File: src/rtl/snake_motion_controller_pkg.sv
// Shared encodings, packet layouts and direction helpers for the snake head sequencer.
package snake_motion_controller_pkg;

    localparam int unsigned AXIS_W = 64;
    localparam int unsigned BYTE_W = 8;
    localparam int unsigned PKT_STEP_W = 16;

    localparam logic [BYTE_W-1:0] OP_MOVE   = 8'h01;
    localparam logic [BYTE_W-1:0] OP_PAUSE  = 8'h02;
    localparam logic [BYTE_W-1:0] OP_RESUME = 8'h03;

    localparam logic [BYTE_W-1:0] DIR_NONE  = 8'd0;
    localparam logic [BYTE_W-1:0] DIR_UP    = 8'd1;
    localparam logic [BYTE_W-1:0] DIR_DOWN  = 8'd2;
    localparam logic [BYTE_W-1:0] DIR_LEFT  = 8'd3;
    localparam logic [BYTE_W-1:0] DIR_RIGHT = 8'd4;

    typedef enum logic [1:0] {
        ST_IDLE  = 2'd0,
        ST_RUN   = 2'd1,
        ST_PAUSE = 2'd2,
        ST_HALT  = 2'd3
    } state_e;

    // Inbound control beat: opcode in byte0, direction in byte1.
    typedef struct packed {
        logic [AXIS_W-2*BYTE_W-1:0] rsvd;
        logic [BYTE_W-1:0]          dir;
        logic [BYTE_W-1:0]          opcode;
    } ctrl_pkt_t;

    // Outbound MOVE beat to the snake head.
    typedef struct packed {
        logic [AXIS_W-PKT_STEP_W-2*BYTE_W-1:0] rsvd;
        logic [PKT_STEP_W-1:0]                 step;
        logic [BYTE_W-1:0]                     dir;
        logic [BYTE_W-1:0]                     opcode;
    } move_pkt_t;

    function automatic logic dir_valid(input logic [BYTE_W-1:0] d);
        return (d >= DIR_UP) && (d <= DIR_RIGHT);
    endfunction

    function automatic logic [BYTE_W-1:0] dir_opposite(input logic [BYTE_W-1:0] d);
        logic [BYTE_W-1:0] opp;
        case (d)
            DIR_UP:    opp = DIR_DOWN;
            DIR_DOWN:  opp = DIR_UP;
            DIR_LEFT:  opp = DIR_RIGHT;
            DIR_RIGHT: opp = DIR_LEFT;
            default:   opp = DIR_NONE;
        endcase
        return opp;
    endfunction

endpackage

File: src/rtl/snake_step_timer.sv
// Frame-tick divider: pulses o_step on the tick that completes a step period.
module snake_step_timer #(
    parameter int unsigned FPS_W = 8
) (
    input  logic             i_clk,
    input  logic             i_rst_n,
    input  logic             i_run,
    input  logic             i_clear,
    input  logic             i_frame_tick,
    input  logic [FPS_W-1:0] i_frames_per_step,
    output logic             o_step
);

    logic [FPS_W-1:0] frame_cnt;
    logic [FPS_W-1:0] last_cnt;

    // A divider of 0 behaves like 1; >= recovers if the divider shrinks mid-period.
    always_comb begin
        last_cnt = '0;
        if (i_frames_per_step != '0) begin
            last_cnt = i_frames_per_step - FPS_W'(1);
        end
    end

    assign o_step = i_run & i_frame_tick & (frame_cnt >= last_cnt);

    always_ff @(posedge i_clk or negedge i_rst_n) begin
        if (!i_rst_n) begin
            frame_cnt <= '0;
        end else if (i_clear) begin
            frame_cnt <= '0;
        end else if (i_run && i_frame_tick) begin
            frame_cnt <= o_step ? '0 : frame_cnt + FPS_W'(1);
        end
    end

endmodule

File: src/rtl/snake_motion_controller.sv
// Snake head sequencer: filters direction changes from port-0 control packets and
// emits one MOVE beat per frame-paced step.
module snake_motion_controller
    import snake_motion_controller_pkg::*;
#(
    parameter int unsigned FPS_W      = 8,
    parameter int unsigned STEP_CNT_W = 16
) (
    input  logic                  i_clk,
    input  logic                  i_rst_n,
    input  logic [AXIS_W-1:0]     i_s_axis_tdata,
    input  logic                  i_s_axis_tvalid,
    input  logic                  i_s_axis_tlast,
    output logic                  o_s_axis_tready,
    input  logic                  i_frame_tick,
    input  logic [FPS_W-1:0]      i_frames_per_step,
    input  logic                  i_collision,
    output logic [AXIS_W-1:0]     o_m_axis_tdata,
    output logic                  o_m_axis_tvalid,
    output logic                  o_m_axis_tlast,
    input  logic                  i_m_axis_tready,
    output logic [BYTE_W-1:0]     o_direction,
    output logic [STEP_CNT_W-1:0] o_step_count,
    output logic [1:0]            o_state,
    output logic                  o_overrun
);

    state_e                  state;
    logic [BYTE_W-1:0]       pending_dir;
    move_pkt_t               out_pkt;

    ctrl_pkt_t               in_pkt;
    logic                    pkt_acc;
    logic                    is_move;
    logic                    is_pause;
    logic                    is_resume;
    logic                    timer_step;
    logic                    step_fire;
    logic                    out_busy;
    logic                    step_commit;
    logic                    step_drop;
    logic [BYTE_W-1:0]       eff_dir;
    logic                    move_legal;
    logic                    start_run;
    logic [STEP_CNT_W-1:0]   step_cnt_nxt;
    logic                    unused_rsvd;

    assign o_s_axis_tready = 1'b1;

    // Only the closing beat of a packet carries a command.
    assign in_pkt      = ctrl_pkt_t'(i_s_axis_tdata);
    assign unused_rsvd = ^in_pkt.rsvd;
    assign pkt_acc     = i_s_axis_tvalid & i_s_axis_tlast;
    assign is_move     = pkt_acc & (in_pkt.opcode == OP_MOVE);
    assign is_pause    = pkt_acc & (in_pkt.opcode == OP_PAUSE);
    assign is_resume   = pkt_acc & (in_pkt.opcode == OP_RESUME);

    snake_step_timer #(
        .FPS_W (FPS_W)
    ) u_step_timer (
        .i_clk             (i_clk),
        .i_rst_n           (i_rst_n),
        .i_run             (state == ST_RUN),
        .i_clear           (start_run),
        .i_frame_tick      (i_frame_tick),
        .i_frames_per_step (i_frames_per_step),
        .o_step            (timer_step)
    );

    // A step is lost, not delayed, when the head still holds the previous MOVE.
    assign step_fire    = timer_step & ~i_collision;
    assign out_busy     = o_m_axis_tvalid & ~i_m_axis_tready;
    assign step_commit  = step_fire & ~out_busy;
    assign step_drop    = step_fire & out_busy;
    assign step_cnt_nxt = o_step_count + STEP_CNT_W'(1);

    // Reversal is judged against the direction that will be in force after this edge.
    assign eff_dir    = step_commit ? pending_dir : o_direction;
    assign move_legal = is_move & dir_valid(in_pkt.dir)
                      & (in_pkt.dir != dir_opposite(eff_dir));
    assign start_run  = (state == ST_IDLE) & is_move & dir_valid(in_pkt.dir) & ~i_collision;

    always_ff @(posedge i_clk or negedge i_rst_n) begin
        if (!i_rst_n) begin
            state <= ST_IDLE;
        end else if (i_collision) begin
            state <= ST_HALT;
        end else begin
            case (state)
                ST_IDLE:  if (start_run) state <= ST_RUN;
                ST_RUN:   if (is_pause)  state <= ST_PAUSE;
                ST_PAUSE: if (is_resume) state <= ST_RUN;
                ST_HALT:  state <= ST_HALT;
                default:  state <= ST_IDLE;
            endcase
        end
    end

    // Pending holds the last legal request; committed tracks what the head is doing.
    always_ff @(posedge i_clk or negedge i_rst_n) begin
        if (!i_rst_n) begin
            pending_dir <= DIR_NONE;
            o_direction <= DIR_NONE;
        end else begin
            if (start_run) begin
                pending_dir <= in_pkt.dir;
                o_direction <= in_pkt.dir;
            end else begin
                if (((state == ST_RUN) || (state == ST_PAUSE)) && move_legal) begin
                    pending_dir <= in_pkt.dir;
                end
                if (step_commit) begin
                    o_direction <= pending_dir;
                end
            end
        end
    end

    // Output register slice; a commit in the handshake cycle reloads valid.
    always_ff @(posedge i_clk or negedge i_rst_n) begin
        if (!i_rst_n) begin
            o_m_axis_tvalid <= 1'b0;
            out_pkt         <= '0;
            o_step_count    <= '0;
            o_overrun       <= 1'b0;
        end else begin
            if (step_commit) begin
                o_m_axis_tvalid <= 1'b1;
                out_pkt         <= '{rsvd:   '0,
                                     step:   PKT_STEP_W'(step_cnt_nxt),
                                     dir:    pending_dir,
                                     opcode: OP_MOVE};
                o_step_count    <= step_cnt_nxt;
            end else if (i_m_axis_tready) begin
                o_m_axis_tvalid <= 1'b0;
            end
            if (step_drop) begin
                o_overrun <= 1'b1;
            end
        end
    end

    assign o_m_axis_tdata = out_pkt;
    assign o_m_axis_tlast = o_m_axis_tvalid;
    assign o_state        = state;

endmodule

File: config.mk
export PLATFORM = sky130hd
export DESIGN_NAME = snake_motion_controller
export DESIGN_NICKNAME = d
export VERILOG_FILES = /design/src/rtl/snake_motion_controller_pkg.sv /design/src/rtl/snake_step_timer.sv /design/src/rtl/snake_motion_controller.sv
export SDC_FILE = /design/constraint.sdc
export NUM_CORES = 1
export LEC_CHECK = 0
export BUFFER_PORTS_ARGS = -buffer_cell sky130_fd_sc_hd__clkbuf_2
export CAP_MARGIN = 20
export CORE_ASPECT_RATIO = 1.2
export CORE_UTILIZATION = 46
export CTS_BUF_LIST = sky130_fd_sc_hd__clkbuf_4 sky130_fd_sc_hd__clkbuf_8 sky130_fd_sc_hd__clkbuf_16
export DETAILED_ROUTE_END_ITERATION = 10
export GPL_TIMING_DRIVEN = 0
export HOLD_SLACK_MARGIN = 0.12
export PLACE_DENSITY = 0.88
export SETUP_SLACK_MARGIN = 0.3
export SYNTH_ARGS = -nofsm -noshare
export SYNTH_HDL_FRONTEND = slang
export SYNTH_SLANG_ARGS = --single-unit
File: constraint.sdc
create_clock -name i_clk -period 3.2 [get_ports i_clk]
set_input_delay 0.32 -clock i_clk [delete_from_list [all_inputs] [get_ports i_clk]]
set_output_delay 0.32 -clock i_clk [all_outputs]
set_load 0.03 [all_outputs]
* Yosys cells after proc, flatten, opt, wreduce, memory -nomap -nowiden
Cells that the tools add are included.
** Operators by class
- Equal/unequal tests :: 14
- $lt $le $gt $ge :: 3
- Add/sub/neg operators :: 3
- Bitwise operators :: 18
- Mux-type cells :: 16
- Reduce and logical (&&, ||, !) cells :: 10
** Operators by type and width (count)
- $mux 8 :: 8
- $eq 8x2->1 const B :: 4
- $add 16x1->16 const B :: 1
- $eq 8x1->1 const B :: 2
- $and 1x1->1 :: 15
- $pmux 3 s4 :: 1
- $ne 3x3->1 const B :: 3
- $add 8x1->8 const B :: 1
- $eq 8x3->1 const B :: 1
- $ge 8x1->1 const B :: 1
- $ge 8x8->1 :: 1
- $le 8x3->1 const B :: 1
- $mux 2 :: 4
- $ne 8x8->1 :: 1
- $pmux 2 s4 :: 1
- $reduce_bool 8->1 :: 1
- $sub 8x1->8 const B :: 1
- $reduce_bool 2->1 :: 3
- $eq 2x2->1 const B :: 2
- $logic_and 1x1->1 :: 3
- $not 1->1 :: 3
- $reduce_and 3->1 :: 1
- $eq 2x1->1 const B :: 1
- $logic_not 2->1 :: 1
- 2 further kinds :: 3
** Word-level totals
- Logic and storage cells :: 73
- Output and inout port bits :: 94
- Input port bits :: 79
- Register bits :: 53

* Longest topological paths before layout
- Depth after elaboration :: 14
- Mapped depth :: 16
- Depth with buffers taken out :: 15

* Hierarchy
From an unflattened synthesis, not the netlist that was laid out.
** Unflattened totals
- Cells, all modules :: 354
- Area, all modules :: 3348.2 um^2
** Modules (own cells, without submodules)
- snake_motion_controller :: cells an instance 262, area an instance 2552.4 um^2, instances 1, seq. area each 1126.1 um^2
- snake_step_timer :: cells an instance 92, area an instance 795.8 um^2, instances 1, seq. area each 200.2 um^2

* Least setup slack after synthesis
OpenSTA, ideal clock, no wires.
- Path kind :: input to register
- Start point :: in i_frames_per_step[0]
- End point :: reg pending_dir[0]
- Arrival :: 3.224 ns
- Path slack :: -0.150 ns
- Buffers on the path :: 1
- Required time :: 3.074 ns
- Library setup time :: 0.126 ns
- Stages :: 16
- Cell sequence :: inv_1 ha_1 nor2b_1 nand3b_1 or3_1 and2_1 ha_1 and3_1 o21ai_0 a21oi_2 or2_1 buf_4 a21oi_1 nor3_4 mux2i_1 a311o_1
** On the way
- Cells in the longest elaborated chain, start to end :: 13
- Elaborated cells between the ends (all ways) :: 17
- Classes of those cells :: 1 x add/sub; 1 x order compare; 5 x eq/ne; 3 x mux; 4 x bitwise; 3 x reduce/logical
** Ends and longest elaborated chain
- from (decl) :: RTL line snake_motion_controller.sv:16 : input logic [FPS_W-1:0] i_frames_per_step,
- $sub 8x1->8 / $reduce_bool 8->1 (equally long branches) :: RTL line snake_step_timer.sv:21, snake_step_timer.sv:20
- $mux 8 (*) :: RTL line snake_step_timer.sv:20 : if (i_frames_per_step != '0) begin
- $ge 8x8->1 (*) :: RTL line snake_step_timer.sv:25 : assign o_step = i_run & i_frame_tick & (frame_cnt >= last_cnt);
- $and 1x1->1 (*) :: RTL line snake_step_timer.sv:25
- $and 1x1->1 (*) :: RTL line snake_motion_controller.sv:71 : assign step_fire = timer_step & ~i_collision;
- $and 1x1->1 (*) :: RTL line snake_motion_controller.sv:73 : assign step_commit = step_fire & ~out_busy;
- $mux 8 (*)
- $eq 8x3->1, or another cell as far along :: RTL line snake_motion_controller_pkg.sv:46 : case (d)
- $pmux 3 s4 (*) :: RTL line snake_motion_controller_pkg.sv:46
- $ne 8x8->1 (*) :: RTL line snake_motion_controller.sv:80 : & (in_pkt.dir != dir_opposite(eff_dir));
- $and 1x1->1 (*) :: RTL line snake_motion_controller.sv:80
- $logic_and 1x1->1 (*) :: RTL line snake_motion_controller.sv:109 : if (((state == ST_RUN) || (state == ST_PAUSE)) && move_legal) begin
- $reduce_bool 2->1 (no line) (*)
- to (signal assigned) :: RTL line snake_motion_controller.sv:106 : pending_dir <= in_pkt.dir;
- to (signal assigned) :: RTL line snake_motion_controller.sv:110 : pending_dir <= in_pkt.dir;
- to (decl) :: RTL line snake_motion_controller.sv:29 : logic [BYTE_W-1:0] pending_dir;
Mark *: on every way between the ends. The rest lies on a longest branch, timed or not.
A chain may end at the register's enable or synchronous reset.

* Final worst setup path
- Start point :: in i_frames_per_step[0]
- End point :: reg pending_dir[2]
Same word-level chain as after synthesis.

==> impl_results.md <==
- Outcome: finished with violations
- Violated checks: setup timing
- Total I/O pin count: about 170
- Post-detailed-route wirelength per cell: around 13 microns
- Yosys synthesis warning count: 0
- Leak pwr: 2.624 nW
- Clock root buffer master: clkbuf_8
- Clock edge transition at the registers on the reported setup and hold paths: roughly 0.1 ns
- Setup crit start: i_frames_per_step[0]
- Proportion of netlist area held by the largest area contributor: 0.3839
- Floorplan row count: 34
- CP Launch Type: input pin
- Area inside the core boundary: 7274 sq um
- Maximum level of the CTS H-tree: 2
- Number of fill cells in the layout: 540
- Number of flops mapped to enable cells by yosys: 0
- Worst IR Drop VDD: roughly 270 uV
- Total wire length after detailed routing: just under 9000 microns
- Final count of hold timing violations: 0
- Worst-path fanout max: 6
- Drt first pass iters: 4
- Max Transition Viols Final: 0
- Inserted Clock Buffers: 5
- Main area contributors after synthesis: dfrtp_1 38%, buf_4 13%, nand2_1 8.6%
- Longest individual stage delay on the worst path: 0.44 ns
- Non-filler cells, final: 647
- DRC violations left: 0
- Remaining max-slew budget at the tightest pin: 0.5481
- Setup Skew: between 0.004 and 0.005 ns
- Worst setup slack for register-to-register paths: 0.27 ns
- Detailed-route via count: between 3000 and 4000
- Remaining antenna violation count: 0
- Global-route wire length before repair: between 10000 and 15000 microns
- Most used DFF post-synth: dfrtp_1
- Setup repair after global routing missed its margin: yes
- TritonCTS clock tree: done
- Simple-gate area share of the yosys netlist: 0.2354
- Number of buffer and inverter instances along the worst setup path: 4
- Min Clock Period, post-route: about 3.2 ns
- Final setup slack of the worst path: -0.01282 ns
- Slew at the pin closest to its max-slew limit: approximately 0.68 ns
- CP Depth: 18
- Yosys top cell by area: dfrtp_1
- Starting density of the core: 0.4749
- Weighted congestion at the end of routability-driven global placement: about 0.85
- Y dimension of the die: between 90 and 100 microns
- Number of distinct library cell variants in the gate-level netlist after synthesis: 46
- WP data required: 3.40 ns
- Mean number of vias per cell: approximately 5.0
- Number of nets in the final layout: 650
- Aggregate negative setup slack: -0.02264 ns
- Share of cell area taken by muxes after synthesis: 0.01159
- Worst path cell trace: clkbuf_16 > inv_12 > ha_4 > nor2b_4 > nand3b_1 > or3_4 > nand2_4 > ha_4 > nand4_1 > or4_1 > a21oi_2 > or2_1 > buf_6 > a21oi_4 > nor3_4 > buf_6 > mux2i_1 > a311o_1
- Global router's overall resource usage: 0.2130
- Fraction of the cycle the final worst path needs: 1.004
- Standard cell with the maximum stage delay on the critical path: or3_4
- Post-synthesis share of cell area spent on xor and xnor gates: 0.06592
- Synth Instances: 401
- Die outline width: approximately 80 microns
- Mean Syn Cell Area: between 8 and 9 sq um
- Antenna violations before repair: 0
- Number of storage elements in the synthesis netlist: between 50 and 60
- Origin of the critical flop-to-flop path: o_state[1]
- Number of global-route vias before repair: roughly 3000
- CTS Buffer Depth: 2
- Synth-to-layout area growth: 44.73%
- Cell type group with the largest total delay on the critical path: simple AND/OR/NAND/NOR gates
- Dominant combinational cell family by area after synthesis: simple AND/OR/NAND/NOR gates
- Maximum number of pins on one net before global-route repair: 30
- Worst-Skew Late Latency: about 0.31 ns
- Area of the die: just under 8000 sq um
- FFs w/ async S/R, synth: 1.000
- Sink Count: 53
- Element type at the critical path end: flop
- Adder-cell share of the synthesized area: 0.05433
- Final setup violation count: 2
- HP Class: input pin to flop
- Critical R2R Capture: pending_dir[2]
- Combined area of all synthesized cells: 3455 sq um
- Count of port buffers added during placement: 81
- Area fraction in compound gates after synthesis: 0.1003
- Max_cap viols: 0
- Pwr per Cell Area: about 320 nW/um^2
- Crit path to: pending_dir[2]
- Sequential fraction of the synthesis area: 0.3839
- Data arrival at the endpoint of the critical path: ~3.4 ns
- Final hold slack: about 0.37 ns
- Drt first-iter violations: 124
- Cell total after placement: 611
- Total congestion overflow: 0
- Fraction of final layout cells sized beyond drive strength 1: 0.4417
- Logic depth of the worst register-to-register path: 12
- Maximum achievable frequency: 311.3 MHz
- HPWL after detailed placement: 5910 microns
- Kind of critical path: input pin to flop
- Number of antenna cells inserted: 0
-- timing repair --
action / in CTS / in global routing
gates cloned: 0 / 3
hold buffers: 1 / 0
setup buffers: 15 / 9
gates resized for setup: 43 / 62
setup endpoints to repair: 37 / 49
pin swaps: 21 / 30
endpoints found under the hold margin: 24 / 0
-- layout make-up --
class                           count  area (sq um)  area share
Tap cell                           90         112.6     0.02252
Clock buffer                        5         68.82     0.01376
Sequential cell                    53          1326      0.2653
Buffer                             69         521.8      0.1044
Multi-Input combinational cell    310          2143      0.4287
Clock inverter                      3         26.28    0.005255
Inverter                            7         41.29    0.008258
Timing Repair Buffer              110         759.5      0.1519
-- cell usage after synthesis (5+ instances only) --
master,instances
clkbuf_1,8
nand3_1,14
xnor2_1,19
dfrtp_1,53
a21o_1,7
nor2b_1,7
buf_4,58
xor2_1,7
a21oi_1,14
inv_1,7
nor3_1,13
o21ai_0,8
o211ai_1,5
ha_1,15
nand2_1,79
nand4_1,6
nor2_1,25
-- report_power, final --
| group | switching [mW] | internal [mW] | leakage (nW) |
|---|---|---|---|
| Clock | 0.245 | 0.160 | 0.0423 |
| Sequential | 0.0380 | 0.696 | 0.729 |
| Combinational | 0.253 | 0.188 | 1.85 |
-- placed cells by master (no fill, tap or decap), types with 4 or more instances in the layout --
cell	netlist	routed
clkbuf_1	8	6
xor2_1	7	7
clkbuf_2	1	81
nand3_1	14	11
ha_1	15	12
o211ai_1	5	5
mux2i_1	4	4
nand2_4	0	6
clkbuf_16	0	4
buf_6	0	14
nor2b_1	7	5
nand4_1	6	6
nand2_1	79	60
a21oi_1	14	5
clkbuf_8	0	5
or4_1	4	4
a21oi_2	2	8
nand2_2	1	14
nor2_1	25	19
nor3_1	13	8
o21ai_1	0	6
conb_1	2	40
a21o_1	7	6
dfrtp_1	53	53
xnor2_1	19	18
inv_1	7	5
buf_4	58	68
-- metal layers --
layer | global-route usage | vias to the layer above | share of wire | wire length, microns
li1 | - | 1572 | - | -
met1 | 0.2325 | 1493 | 0.36 | 3111
met2 | 0.3872 | 110 | 0.56 | 4832
met3 | 0.04434 | 29 | 0.047 | 409
met4 | 0.08516 | 0 | 0.038 | 329
met5 | 0 | - | 0 | 0
-- how the worst min path moves through the flow --
stage	slack [ns]	depth (start not counted)	startpoint	end
6_report	0.37	3	i_m_axis_tready	o_overrun
4_1_cts	0.36	3	i_m_axis_tready	o_overrun
5_1_grt	0.37	3	i_m_axis_tready	o_overrun
2_1_floorplan	0.02	0	i_rst_n	o_direction[0]
3_3_place_gp	0.44	1	o_overrun	o_overrun
3_5_place_dp	0.39	1	i_rst_n	o_m_axis_tdata[31]
-- cell families after synthesis --
kind of cell,Yosys count
AOI/OAI and AO/OA,52
xor gates and xnor gates,26
adders and majority gates,15
buffers and inverters,76
DFF,53
muxes,4
other,2
and+or+nand+nor,173
-- through the flow --
| step | worst slack, ns | total power [mW] | instance area, sq um | utilization |
|---|---|---|---|---|
| floorplan | 0.1553 | 1.001 | 3681 | - |
| finish | -0.01282 | 1.580 | 5000 | 0.6873 |
| detailed placement | -0.4875 | 1.095 | 4219 | 0.5800 |
| global placement | -0.3984 | 1.073 | 4199 | 0.5772 |
| CTS | 0.1251 | 1.559 | 4646 | 0.6386 |
| global route | -0.1776 | 1.663 | 5000 | 0.6873 |
-- sequential cells by signal, summed over array words and instances, names as in the netlist --
| name | cells |
|---|---|
| o_direction | 8 |
| o_m_axis_tdata | 25 |
| o_m_axis_tlast | 1 |
| o_overrun | 1 |
| o_state | 2 |
| pending_dir | 8 |
| u_step_timer.frame_cnt | 8 |
-- tightest hold or removal path: stages --
cell and delay, ns:
clkbuf_2 0.08, nor2b_1 0.09, a21o_1 0.17
(Power assumes the default switching activity.)
